## config.mk

```make
export PLATFORM = sky130hd
export DESIGN_NAME = hazard_unit
export DESIGN_NICKNAME = d
export VERILOG_FILES = /design/src/rtl/hazard_unit.sv
export SDC_FILE = /design/constraint.sdc
export NUM_CORES = 1
export LEC_CHECK = 0
export CAP_MARGIN = 20
export CORE_MARGIN = 2
export CORE_UTILIZATION = 45
export CTS_CLUSTER_SIZE = 25
export DETAILED_ROUTE_END_ITERATION = 10
export PLACE_DENSITY = 0.84
export SYNTH_ARGS = -nofsm -noshare
export SYNTH_HDL_FRONTEND = slang
export SYNTH_SLANG_ARGS = --single-unit
```

## constraint.sdc

```tcl
create_clock -name i_clk -period 6.4 [get_ports i_clk]
set_clock_uncertainty 0.2 [all_clocks]
set_input_delay 1.28 -clock i_clk [delete_from_list [all_inputs] [get_ports i_clk]]
set_output_delay 1.28 -clock i_clk [all_outputs]
set_load 0.01 [all_outputs]
```

## src/rtl/hazard_unit.sv

```systemverilog
// hazard_unit
// Pipeline hazard control. Produces the stall, flush and forwarding
// controls for the pipeline registers and operand muxes. It also runs a
// syscall drain/handshake FSM and counts the cycles in which decode is stalled.
//
// Handshake: o_syscall_req is a registered level. It rises one edge after the
// FSM enters REQ and stays high until the edge on which i_syscall_ack is
// sampled high in WAIT. i_syscall_ack has no effect in any other state.
//
// Ports
//   i_clk, i_rst                 clock, synchronous active-high reset
//   i_rs_d, i_rt_d, i_branch_d   decode-stage sources and branch flag
//   i_rs_e, i_rt_e, i_write_reg_e, i_reg_write_e, i_mem_to_reg_e, i_syscall_e
//                                execute-stage fields
//   i_write_reg_m, i_reg_write_m, i_mem_to_reg_m   memory-stage fields
//   i_write_reg_w, i_reg_write_w                   writeback-stage fields
//   i_syscall_ack                handler finished
//   o_stall_f, o_stall_d         hold PC and F->D register
//   o_flush_e                    clear D->E register
//   o_forward_a_e/b_e            00 regfile, 01 W result, 10 M result
//   o_forward_a_d/b_d            D comparator takes M result
//   o_syscall_req, o_syscall_busy, o_stall_cnt
//   o_state                      debug view of FSM state (RUN=0, DRAIN=1, REQ=2, WAIT=3)
module hazard_unit #(
  parameter int DRAIN_CYCLES = 2,
  parameter int CNT_W        = 32
) (
  input  logic             i_clk,
  input  logic             i_rst,
  input  logic [4:0]       i_rs_d,
  input  logic [4:0]       i_rt_d,
  input  logic             i_branch_d,
  input  logic [4:0]       i_rs_e,
  input  logic [4:0]       i_rt_e,
  input  logic [4:0]       i_write_reg_e,
  input  logic             i_reg_write_e,
  input  logic             i_mem_to_reg_e,
  input  logic             i_syscall_e,
  input  logic [4:0]       i_write_reg_m,
  input  logic             i_reg_write_m,
  input  logic             i_mem_to_reg_m,
  input  logic [4:0]       i_write_reg_w,
  input  logic             i_reg_write_w,
  input  logic             i_syscall_ack,
  output logic             o_stall_f,
  output logic             o_stall_d,
  output logic             o_flush_e,
  output logic [1:0]       o_forward_a_e,
  output logic [1:0]       o_forward_b_e,
  output logic             o_forward_a_d,
  output logic             o_forward_b_d,
  output logic             o_syscall_req,
  output logic             o_syscall_busy,
  output logic [CNT_W-1:0] o_stall_cnt,
  output logic [1:0]       o_state
);

  localparam int DW = (DRAIN_CYCLES > 2) ? $clog2(DRAIN_CYCLES) : 1;

  typedef enum logic [1:0] {
    S_RUN   = 2'd0,
    S_DRAIN = 2'd1,
    S_REQ   = 2'd2,
    S_WAIT  = 2'd3
  } state_t;

  state_t         r_state, w_next;
  logic [DW-1:0]  r_drain, w_drain_next;
  logic           r_req, w_req_next;
  logic [CNT_W-1:0] r_cnt;
  logic           w_stall;

  // Forwarding: M wins over W, register 0 is never forwarded.
  logic w_fa_m, w_fa_w, w_fb_m, w_fb_w;
  assign w_fa_m = i_reg_write_m && (i_write_reg_m == i_rs_e) && (i_rs_e != 5'd0);
  assign w_fa_w = i_reg_write_w && (i_write_reg_w == i_rs_e) && (i_rs_e != 5'd0);
  assign w_fb_m = i_reg_write_m && (i_write_reg_m == i_rt_e) && (i_rt_e != 5'd0);
  assign w_fb_w = i_reg_write_w && (i_write_reg_w == i_rt_e) && (i_rt_e != 5'd0);

  assign o_forward_a_e = w_fa_m ? 2'b10 : (w_fa_w ? 2'b01 : 2'b00);
  assign o_forward_b_e = w_fb_m ? 2'b10 : (w_fb_w ? 2'b01 : 2'b00);
  assign o_forward_a_d = i_reg_write_m && (i_write_reg_m == i_rs_d) && (i_rs_d != 5'd0);
  assign o_forward_b_d = i_reg_write_m && (i_write_reg_m == i_rt_d) && (i_rt_d != 5'd0);

  // Hazard terms.
  logic w_lwstall, w_brstall, w_hz, w_br_e, w_br_m;
  assign w_lwstall = i_mem_to_reg_e && (i_rt_e != 5'd0) &&
                     ((i_rt_e == i_rs_d) || (i_rt_e == i_rt_d));
  assign w_br_e    = i_reg_write_e && (i_write_reg_e != 5'd0) &&
                     ((i_write_reg_e == i_rs_d) || (i_write_reg_e == i_rt_d));
  assign w_br_m    = i_mem_to_reg_m && (i_write_reg_m != 5'd0) &&
                     ((i_write_reg_m == i_rs_d) || (i_write_reg_m == i_rt_d));
  assign w_brstall = i_branch_d && (w_br_e || w_br_m);
  assign w_hz      = w_lwstall || w_brstall;

  always_comb begin
    w_next       = r_state;
    w_drain_next = r_drain;
    w_req_next   = r_req;
    w_stall      = 1'b1;
    case (r_state)
      S_RUN: begin
        w_stall = w_hz || i_syscall_e;
        if (i_syscall_e) begin
          // With one or zero drain cycles there is no DRAIN dwell at all.
          if (DRAIN_CYCLES > 1) begin
            w_next       = S_DRAIN;
            w_drain_next = DW'(DRAIN_CYCLES - 1);
          end else begin
            w_next = S_REQ;
          end
        end
      end
      S_DRAIN: begin
        // The counter reaching 0 on this edge means the drain is done.
        if (r_drain <= DW'(1)) begin
          w_next       = S_REQ;
          w_drain_next = '0;
        end else begin
          w_drain_next = r_drain - DW'(1);
        end
      end
      S_REQ: begin
        w_req_next = 1'b1;
        w_next     = S_WAIT;
      end
      S_WAIT: begin
        if (i_syscall_ack) begin
          w_req_next = 1'b0;
          w_next     = S_RUN;
        end
      end
      default: w_next = S_RUN;
    endcase
  end

  // Reset forces a flush so E is cleared, while F/D are not held.
  assign o_flush_e      = i_rst || w_stall;
  assign o_stall_f      = !i_rst && w_stall;
  assign o_stall_d      = !i_rst && w_stall;
  assign o_syscall_req  = r_req;
  assign o_syscall_busy = (r_state != S_RUN);
  assign o_stall_cnt    = r_cnt;
  assign o_state        = r_state;

  always_ff @(posedge i_clk) begin
    if (i_rst) begin
      r_state <= S_RUN;
      r_drain <= '0;
      r_req   <= 1'b0;
      r_cnt   <= '0;
    end else begin
      r_state <= w_next;
      r_drain <= w_drain_next;
      r_req   <= w_req_next;
      if (o_stall_d && (r_cnt != '1)) r_cnt <= r_cnt + 1'b1;
    end
  end

endmodule

```

; Word-level counts from Yosys, hierarchy flattened
; Cells that the tools add are included.
[classes]
n_mux = 14
reduce_logical = 42
order_cmp = 1
n_addsub = 2
n_eq_ne = 17
[ops]
columns = op, n
row1 = $eq A5 B5 Y1, 10
row2 = $add A32 B1 Y32 const B, 1
row3 = $ne A32 B32 Y1 const B, 1
row4 = $reduce_bool A5 Y1, 6
row5 = $logic_and A1 B1 Y1, 21
row6 = $mux W2, 5
row7 = $pmux W2 S4, 1
row8 = $logic_or A1 B1 Y1, 7
row9 = $mux W1, 6
row10 = $ne A2 B2 Y1 const B, 3
row11 = $reduce_bool A2 Y1, 3
row12 = $eq A2 B2 Y1 const B, 2
row13 = $pmux W1 S2, 2
row14 = $reduce_and A2 Y1, 2
row15 = $reduce_and A3 Y1, 1
row16 = $eq A2 B1 Y1 const B, 1
row17 = $logic_not A2 Y1, 1
row18 = $le A1 B1 Y1 const B, 1
row19 = $logic_not A1 Y1, 1
row20 = $sub A1 B1 Y1 const B, 1
[totals]
reg_bits = 36
elab_cells = 80
out_inout_bits = 45

; Depth between registers and ports, before layout
; Gate-level depths: netlist of run 1.
[logic_depth]
ltp_word = 10
mapped_depth = 10
depth_no_buf = 7

; Worst setup path before layout of run 1
; OpenSTA, ideal clock, no wires.
[synth_path]
path_type = input port to output port
startpoint = input port i_write_reg_m[2]
endpoint = output port o_stall_f
t_arrival_ps = 3047
path_stages = 9
setup_slack_ps = 1873
n_path_buf = 4
path_cell_list = buf_2 or4_1 o211ai_1 a21oi_1 nor4b_4 buf_6 buf_2 nor2_1 buf_4
[synth_via]
elab_chain_cells = 9
[synth_rtl]
columns = element, line_no
row1 = from (decl), 39  ; input logic [4:0] i_write_reg_m,
row2 = $eq A5 B5 Y1 or $reduce_bool A5 Y1 (tied branches), "92, 91"
row3 = $logic_or A1 B1 Y1 or $logic_and A1 B1 Y1 (tied branches), "92, 91"
row4 = $logic_and A1 B1 Y1 *, 91  ; assign w_br_m = i_mem_to_reg_m && (i_write_reg_m != 5'd0) &&
row5 = $logic_or A1 B1 Y1 *, 93  ; assign w_brstall = i_branch_d && (w_br_e || w_br_m);
row6 = $logic_and A1 B1 Y1 *, 93
row7 = $logic_or A1 B1 Y1 *, 94  ; assign w_hz = w_lwstall || w_brstall;
row8 = $logic_or A1 B1 Y1 *, 103  ; w_stall = w_hz || i_syscall_e;
row9 = $mux W1 *, 101  ; case (r_state)
row10 = $logic_and A1 B1 Y1 *, --
row11 = to (decl), 45  ; output logic o_stall_f,
; Mark *: on every way between the ends. The rest lies on a longest branch, timed or not.

; Worst setup path in the final report of run 1
[layout_path]
startpoint = input port i_write_reg_m[1]
endpoint = output port o_stall_d
[layout_via]
elab_chain_cells = 9
[layout_rtl]
columns = element, line_no
row1 = $eq A5 B5 Y1 or $reduce_bool A5 Y1 (tied branches), "92, 91"
row2 = $logic_or A1 B1 Y1 or $logic_and A1 B1 Y1 (tied branches), "92, 91"
row3 = $logic_and A1 B1 Y1 *, 91
row4 = $logic_or A1 B1 Y1 *, 93
row5 = $logic_and A1 B1 Y1 *, 93
row6 = $logic_or A1 B1 Y1 *, 94
row7 = $logic_or A1 B1 Y1 *, 103
row8 = $mux W1 *, 101
row9 = $logic_and A1 B1 Y1 *, 140  ; assign o_stall_d = !i_rst && w_stall;
row10 = to (decl), 46  ; output logic o_stall_d,
; Marks and branches as above.

==> flow_summary.ini, run 1 <==
[clock_tree]
cts_setup_buffers = 0
worstSkewPairLatency_ns = 0.30
cts.sinks = 35
cts_resized = 0
hold_buffers = 0
cts_tree = done
cts_root_buffer = clkbuf_8
clk_pin_slew_ns = 0.07
htreeDepth = 2
clk_path_buf_depth = 2
numCtsBuffers = 5

[floorplan]
rows = 28
ios = 90
die_w_um = 81.7
die_h_um = 81.7
die-area_um2 = 6670
coreArea_um2 = 5890
start_util_pct = 46.1

[sta]
holdWs_ns = 0.283
setup_viol_count_final = 0
layout_setup_ws_ns = 1.34
timing.fmax_ghz = 0.197
tns_ns = 0
finalMaxSlewViolations = 0
slew_headroom_pct = 46.8
tightest_slew_ns = 0.791
fin_crit_sh_pct = 79.1
hold_violations = 0
fin_crit_ns = 5.06
rsz0062_at_grt = no

[placed_design]
hpwl_um = 5630
io_buffer_count = 89
preCtsSetupSlack_ns = 1.33
routabilityCongestion = 0.849
place_area_um2 = 3580
placed_cells = 484

[final_layout]
multi_input_comb_area_um2 = 1860
layout-drive-gt1-share_pct = 7.43
finalNonFillerCells = 492
nets = 466
finalInstanceArea_um2 = 3700
antenna_cells = 0
seq_area_um2 = 701
num-fill-cells = 526
area_growth_pct = 36.2
fin_util_pct = 62.8

[setup_path]
cp_max_fo = 5
cp-start-kind = primary input
worstReg2RegStart = o_stall_cnt[3]
crit_required_ns = 4.92
endpoint_kind = output pin
worstSetupPathType = primary input to output pin
path_cells = clkdlybuf4s50_1 -> or4_1 -> o211ai_1 -> a21oi_1 -> nor4b_4 -> nor2_1 -> clkdlybuf4s50_1
regToRegEndpoint = o_stall_cnt[6]
crit_arrival_ns = 3.58
ff2ff_path_depth = 7
ff2ff_setup_slack_ns = 3.42
cp_common_cell = clkdlybuf4s50_1
slowest_stage = or4_1
max_stage_delay_ns = 0.56

[logic_synthesis]
syn_area_um2 = 2720
synth_edf_count = 0
synth_top_family_by_area = simple AND/OR/NAND/NOR gates
synth_top_flop_cell = dfxtp_1
synth_top_area_share_pct = 25.8
synth_top_cell_by_area = dfxtp_1
yosys.area_share.simple_pct = 34.3
synth_nets = 394
yosysSeqAreaShare_pct = 25.8
synthXorXnorAreaFrac_pct = 16.1
netlist_instances = 344
synth_area_leaders = dfxtp_1 26%, xnor2_1 11%, mux2_2 6.6%
muxShareOfSynthArea_pct = 7.42
yosysWarnings = 0
synth-compound-area-share_pct = 8.25
avgSynthCellArea_um2 = 7.89
synth-adder-area-share_pct = 2.30
synth.distinct_cells = 41
ys_seq_elements = 35
async_reset_ff_share_pct = 0

[pwr]
power_leakage_nw = 1.26
swShare_pct = 31.5
intPower_uw = 474
p_total_uw = 692
p_clk_share_pct = 30.3
pwr-share-comb_pct = 34.2
power_switching_uw = 218
power_density_nw_per_um2 = 187
vdd_drop_max_mv = 0.173
seq_power_share_pct = 35.5

[drt]
drtAntennaViolNets = 0
wl_per_cell_um = 15.7
via_per_inst = 5.73
drc = 0
wirelength_um = 7710
via_count = 2817
drt-initial-drc-count = 158
drt-pass1-iter-count = 4

[grt]
grt_util_met1_pct = 29.6
use_met3_pct = 4.51
grt_max_degree = 53
grtUsageMet2_pct = 39.1
grt_overflow_total = 0
antenna_found_initial = 0
grt_busiest_layer = met2
grt_usage_pct = 23.5
grt_pass1_vias = 2660
grt_pass1_wl_um = 12300

[worst_hold_path]
min_path_type = flip-flop to flip-flop
holdPathStages = 2
whs_endpoint = o_syscall_req
hold_start = o_syscall_req

[outcome]
outcome = finished, final reports clean

[run]
cap_violations = 0
## state kept, by name, indices dropped and copies added, names as in the netlist
| signal | flops |
|---|---|
| o_stall_cnt | 32 |
| o_state | 2 |
| o_syscall_req | 1 |
## layout make-up
cell class / instances / share of cell area, %
clock inverters: 2 / 0.947
multi-input cells: 278 / 50.2
well taps: 75 / 2.54
clock buffers: 6 / 2.23
repair buffers: 92 / 24.7
flip-flops and latches: 35 / 18.9
inverters: 4 / 0.406
## synthesized netlist by cell type, types with 2 or more instances
cell      number
dfxtp_1       35
xnor2_1       34
nor2_1        27
nand2_1       22
nor2b_1       19
a21oi_1       18
or3_1         17
mux2_2        16
o21ai_0       16
xor2_1        16
nand4_1       14
nor3_1        14
clkbuf_1      13
nand3_1       10
nor4_1         8
or4_1          8
and3_1         7
buf_2          5
ha_1           5
and4_1         4
inv_1          4
nor4b_1        4
buf_1          3
buf_4          3
buf_6          3
nand2b_1       3
or4b_2         2
## cell families (layout without fill, tap and decap cells)
kind of cell	Yosys count	in the layout
AND/OR/NAND/NOR	164	164
XOR/XNOR	50	50
AO/OA/AOI/OAI	41	41
flip-flops	35	35
buffers and inverters	31	104
multiplexers	18	18
adder cells (fa/ha/maj)	5	5
## placed cells by master (no fill, tap or decap), types with 5 or more instances in the layout
cell,count
clkbuf_8,6
nor2_1,27
clkdlybuf4s50_1,89
a21oi_1,18
nor3_1,14
nand2_1,22
nand4_1,14
or3_1,17
or4_1,8
dfxtp_1,35
nand3_1,10
mux2_2,16
o21ai_0,16
xnor2_1,34
xor2_1,16
ha_1,5
and3_1,7
nor2b_1,19
nor4_1,8
## worst max path at each step
stage | slack, ns | to | depth (start not counted) | from
finish | 1.34 | o_stall_d | 7 | i_write_reg_m[1]
global route | 1.23 | o_stall_f | 7 | i_write_reg_m[1]
CTS | 1.32 | o_stall_d | 7 | i_write_reg_m[1]
detailed placement | 1.33 | o_stall_d | 7 | i_write_reg_m[1]
global placement | 1.37 | o_stall_d | 7 | i_write_reg_m[1]
floorplan | 1.87 | o_stall_f | 9 | i_write_reg_m[2]
## critical path, delay by kind of cell
family / cells / cell delay [ns]
buffers and inverters: 2 / 1.02
and+or+nand+nor: 3 / 1.02
AOI/OAI and AO/OA: 2 / 0.27
## layer usage
metal | vias to the layer above | wire length [um] | part of all wire [%]
met5 | - | 0 | 0
li1 | 1362 | - | -
met3 | 18 | 519 | 6.7
met4 | 0 | 189 | 2.5
met1 | 1343 | 3440 | 45
met2 | 94 | 3560 | 46
## power by group through the flow
stage	registers (mW)	logic, mW	clock network, mW
global placement	0.249	0.230	0
floorplan	0.254	0.135	0
finish	0.246	0.236	0.210
detailed placement	0.251	0.236	0
global route	0.249	0.257	0.219
CTS	0.246	0.237	0.213
(Power assumes the default switching activity.)
==> run 2: changes to the inputs <==
--- a/config.mk
+++ b/config.mk
@@ -7,10 +7,10 @@
 export LEC_CHECK = 0
 export CAP_MARGIN = 20
 export CORE_MARGIN = 2
-export CORE_UTILIZATION = 45
+export CORE_UTILIZATION = 42
 export CTS_CLUSTER_SIZE = 25
 export DETAILED_ROUTE_END_ITERATION = 10
-export PLACE_DENSITY = 0.84
+export PLACE_DENSITY = 0.82
 export SYNTH_ARGS = -nofsm -noshare
 export SYNTH_HDL_FRONTEND = slang
 export SYNTH_SLANG_ARGS = --single-unit
==> constraint.sdc (replaced) <==
create_clock -name i_clk -period 4.09 [get_ports i_clk]
set_clock_uncertainty 0.2 [all_clocks]
set_input_delay 0.818 -clock i_clk [delete_from_list [all_inputs] [get_ports i_clk]]
set_output_delay 0.818 -clock i_clk [all_outputs]
set_load 0.01 [all_outputs]
==> flow_summary.ini, run 2 (synthesized netlist as in run 1, its figures left out) <==
[sta]
setup_viol_count_final = 0
timing.fmax_ghz = 0.253
tns_ns = 0
finalMaxSlewViolations = 0
slew_headroom_pct = 50.7
fin_crit_sh_pct = 96.6
holdWs_ns = 0.297
hold_violations = 0
tightest_slew_ns = 0.734
rsz0062_at_grt = no
fin_crit_ns = 3.95

[drt]
wirelength_um = 7560
drc = 0
drtAntennaViolNets = 0
via_count = 2781
via_per_inst = 5.51
wl_per_cell_um = 15.0
drt-initial-drc-count = 112
drt-pass1-iter-count = 4

[grt]
grt_usage_pct = 21.0
grt_pass1_wl_um = 12400
grt_overflow_total = 0
grt_max_degree = 48
grt_pass1_vias = 2612
antenna_found_initial = 0

[setup_path]
crit_arrival_ns = 2.93
worstReg2RegStart = o_stall_cnt[0]
crit_required_ns = 3.07
ff2ff_path_depth = 8
worstSetupPathType = primary input to output pin
slowest_stage = clkdlybuf4s50_1
ff2ff_setup_slack_ns = 1.15
endpoint_kind = output pin
cp_max_fo = 2
path_cells = clkdlybuf4s50_1 -> or4_1 -> nor2_1 -> nor4_1 -> nor4_1 -> clkdlybuf4s50_1
max_stage_delay_ns = 0.59
regToRegEndpoint = o_stall_cnt[13]
startpoint = i_rt_e[1]
cp-start-kind = primary input

[clock_tree]
cts_tree = done
clk_pin_slew_ns = 0.07
worstSkewPairLatency_ns = 0.30
cts_root_buffer = clkbuf_8
clk_path_buf_depth = 2
htreeDepth = 2
numCtsBuffers = 5
cts.sinks = 35

[placed_design]
hpwl_um = 5660
place_area_um2 = 3650
io_buffer_count = 89
routabilityCongestion = 0.912
placed_cells = 495

[worst_hold_path]
hold_start = o_stall_cnt[27]
whs_endpoint = o_stall_cnt[27]
holdPathStages = 2
min_path_type = flip-flop to flip-flop

[final_layout]
layout_commonest_cell = clkdlybuf4s50_1
nets = 477
layout-drive-gt1-share_pct = 9.81
finalNonFillerCells = 505
fin_util_pct = 59.5
area_growth_pct = 38.2
largest_reg_flops = 32
final_cell_mix = 85 x clkdlybuf4s50_1, 35 x dfxtp_1, 34 x xnor2_1
antenna_cells = 0
finalInstanceArea_um2 = 3750

[outcome]
outcome = finished, final reports clean

[floorplan]
die-area_um2 = 7120
die_w_um = 84.4
coreArea_um2 = 6310
die_h_um = 84.4
rows = 29
ios = 90
start_util_pct = 43.0

[pwr]
power_density_nw_per_um2 = 272
vdd_drop_max_mv = 0.201
power_leakage_nw = 1.32

[run]
cap_violations = 0
## run 2: through the flow
step           setup WS, ns  power (mW)
2_1_floorplan         0.487       0.609
3_3_place_gp         0.0556       0.754
3_5_place_dp         0.0144       0.765
4_1_cts              0.0133        1.02
5_1_grt              0.0346        1.09
6_report              0.140        1.02
## run 2: worst max path at each step
stage / endpoint / cells past startpoint / slack, ns
floorplan: o_stall_f / 9 / 0.49
global placement: o_stall_d / 7 / 0.06
detailed placement: o_stall_d / 7 / 0.01
CTS: o_stall_d / 7 / 0.01
global route: o_forward_a_e[0] / 6 / 0.03
finish: o_forward_b_e[0] / 6 / 0.14
## run 2: per-layer routing
layer / vias up / share of wire [%] / routed length, um / GRT usage (%)
li1: 1381 / - / - / -
met1: 1298 / 47 / 3540 / 28.4
met2: 89 / 46 / 3490 / 34.8
met3: 13 / 5.3 / 401 / 3.64
met4: 0 / 1.7 / 128 / 5.48
met5: - / 0 / 0 / 0
## run 2: repair_timing
item	4_1_cts	5_1_grt
gates resized for setup	0	4
endpoints found under the setup margin	0	3
hold buffers	0	0
setup buffers	0	2
## run 2: where the power goes
part           leakage [nW]  internal, mW  switching (mW)
sequential            0.283         0.362          0.0223
combinational         0.997         0.196           0.188
clock                0.0412         0.119           0.133
## run 2: final cells by class
| type | count | area [um2] |
|---|---|---|
| clock buffer | 6 | 72.6 |
| clock inverter | 2 | 12.5 |
| fill | 596 | 2560 |
| inverter | 4 | 15.0 |
| multi-input combinational | 278 | 1860 |
| sequential | 35 | 701 |
| tap | 77 | 96.3 |
| timing repair buffer | 103 | 998 |
## run 2: critical path: cells and delay by family
family        cells  cell delay (ns)
buf+inv           2             1.01
simple gates      4             1.12
==> run 3: changes to the inputs <==
--- a/config.mk
+++ b/config.mk
@@ -10,6 +10,7 @@
 export CORE_UTILIZATION = 42
 export CTS_CLUSTER_SIZE = 25
 export DETAILED_ROUTE_END_ITERATION = 10
+export MAX_ROUTING_LAYER = met4
 export PLACE_DENSITY = 0.82
 export SYNTH_ARGS = -nofsm -noshare
 export SYNTH_HDL_FRONTEND = slang
==> flow_summary.ini, run 3 (synthesized netlist as in run 1, its figures left out) <==
[drt]
wirelength_um = 7570
drtAntennaViolNets = 0
wl_per_cell_um = 15.0
via_per_inst = 5.53
drt-pass1-iter-count = 7
drc = 0
drt-initial-drc-count = 100
via_count = 2795

[placed_design]
io_buffer_count = 89
routabilityCongestion = 0.928
hpwl_um = 5660
preCtsSetupSlack_ns = 0.0144

[clock_tree]
htreeDepth = 2
cts.sinks = 35
numCtsBuffers = 5
worstSkewPairLatency_ns = 0.30
clk_path_buf_depth = 2
cts_root_buffer = clkbuf_8
clk_pin_slew_ns = 0.07
cts_tree = done

[grt]
grt_overflow_total = 0
grt_pass1_vias = 2612
grt_usage_pct = 21.7
grt_pass1_wl_um = 12400
antenna_found_initial = 0
grt_max_degree = 48

[pwr]
seq_power_share_pct = 37.6
p_clk_share_pct = 24.7
vdd_drop_max_mv = 0.201
power_density_nw_per_um2 = 272
power_leakage_nw = 1.32
power_switching_uw = 343
pwr-share-comb_pct = 37.6
swShare_pct = 33.6
intPower_uw = 676

[floorplan]
die_h_um = 84.4
coreArea_um2 = 6310
die-area_um2 = 7120
die_w_um = 84.4
ios = 90
rows = 29
start_util_pct = 43.0

[sta]
setup_viol_count_final = 0
layout_setup_ws_ns = 0.161
slew_headroom_pct = 50.9
tightest_slew_ns = 0.731
tns_ns = 0
timing.fmax_ghz = 0.255
finalMaxSlewViolations = 0
rsz0062_at_grt = no
fin_crit_ns = 3.93
hold_violations = 0
fin_crit_sh_pct = 96.1

[worst_hold_path]
hold_start = o_stall_cnt[27]
holdPathStages = 2
whs_endpoint = o_stall_cnt[27]
min_path_type = flip-flop to flip-flop

[setup_path]
endpoint_kind = output pin
ff2ff_path_depth = 8
worstReg2RegStart = o_stall_cnt[0]
cp_max_fo = 2
crit_required_ns = 3.07
cp-start-kind = primary input
worstSetupPathType = primary input to output pin
crit_arrival_ns = 2.91
startpoint = i_rt_e[1]
ff2ff_setup_slack_ns = 1.15
regToRegEndpoint = o_stall_cnt[13]

[final_layout]
area_growth_pct = 38.2
layout_commonest_cell = clkdlybuf4s50_1
nets = 477
fin_util_pct = 59.5
antenna_cells = 0
largest_reg_flops = 32
final_cell_mix = 85 x clkdlybuf4s50_1, 35 x dfxtp_1, 34 x xnor2_1
layout-drive-gt1-share_pct = 9.81

[run]
cap_violations = 0

[outcome]
outcome = finished, final reports clean
==> run 3: cell counts in the layout (fill, tap and decap cells not counted) <==
No cell type changed its count.
==> run 3: worst max-delay path by stage <==
stage	end	slack, ns	cells past startpoint
final	o_forward_b_e[0]	0.16	6
after CTS	o_stall_d	0.01	7
after floorplan	o_stall_f	0.49	9
after detailed placement	o_stall_d	0.01	7
after global routing	o_forward_a_e[0]	0.03	6
after global placement	o_stall_d	0.06	7
==> run 3: power by group through the flow <==
| stage | logic (mW) | registers (mW) | clock network, mW |
|---|---|---|---|
| floorplan | 0.212 | 0.397 | 0 |
| global placement | 0.365 | 0.389 | 0 |
| detailed placement | 0.373 | 0.391 | 0 |
| CTS | 0.376 | 0.384 | 0.259 |
| global route | 0.420 | 0.388 | 0.278 |
| finish | 0.384 | 0.384 | 0.252 |
==> run 3: metal layers <==
metal | vias to the layer above | GRT usage, % | share of wire, %
met5 | - | - | 0
met4 | 0 | 5.48 | 1.9
met3 | 15 | 3.64 | 5.2
met2 | 86 | 34.9 | 46
met1 | 1312 | 28.4 | 47
li1 | 1382 | - | -
==> run 3: area by class of cell <==
class	count	area (um2)
Timing Repair Buffer	103	998
Tap cell	77	96.3
Fill cell	596	2560
Clock buffer	6	72.6
Clock inverter	2	12.5
Inverter	4	15.0
Sequential cell	35	701
Multi-Input combinational cell	278	1860
==> run 3: what timing repair did <==
action	in CTS	in global routing
endpoints found under the setup margin	0	3
resized for setup	0	4
hold buffers	0	0
setup buffers	0	2
==> run 3: through the flow <==
| stage | power, mW | hold WS, ns | cells | area, um2 |
|---|---|---|---|---|
| final | 1.02 | 0.298 | 505 | 3750 |
| after global routing | 1.09 | 0.335 | 505 | 3750 |
| after CTS | 1.02 | 0.302 | 503 | 3730 |
| after detailed placement | 0.765 | 0.283 | 495 | 3650 |
| after global placement | 0.754 | 0.273 | 495 | 3650 |
| after floorplan | 0.609 | 0.310 | 344 | 2720 |
==> run 3: worst max-delay path, cell delays in order <==
cell and delay (ns):
clkdlybuf4s50_1 0.42, or4_1 0.56, nor2_1 0.16, nor4_1 0.10
nor4_1 0.28, clkdlybuf4s50_1 0.58
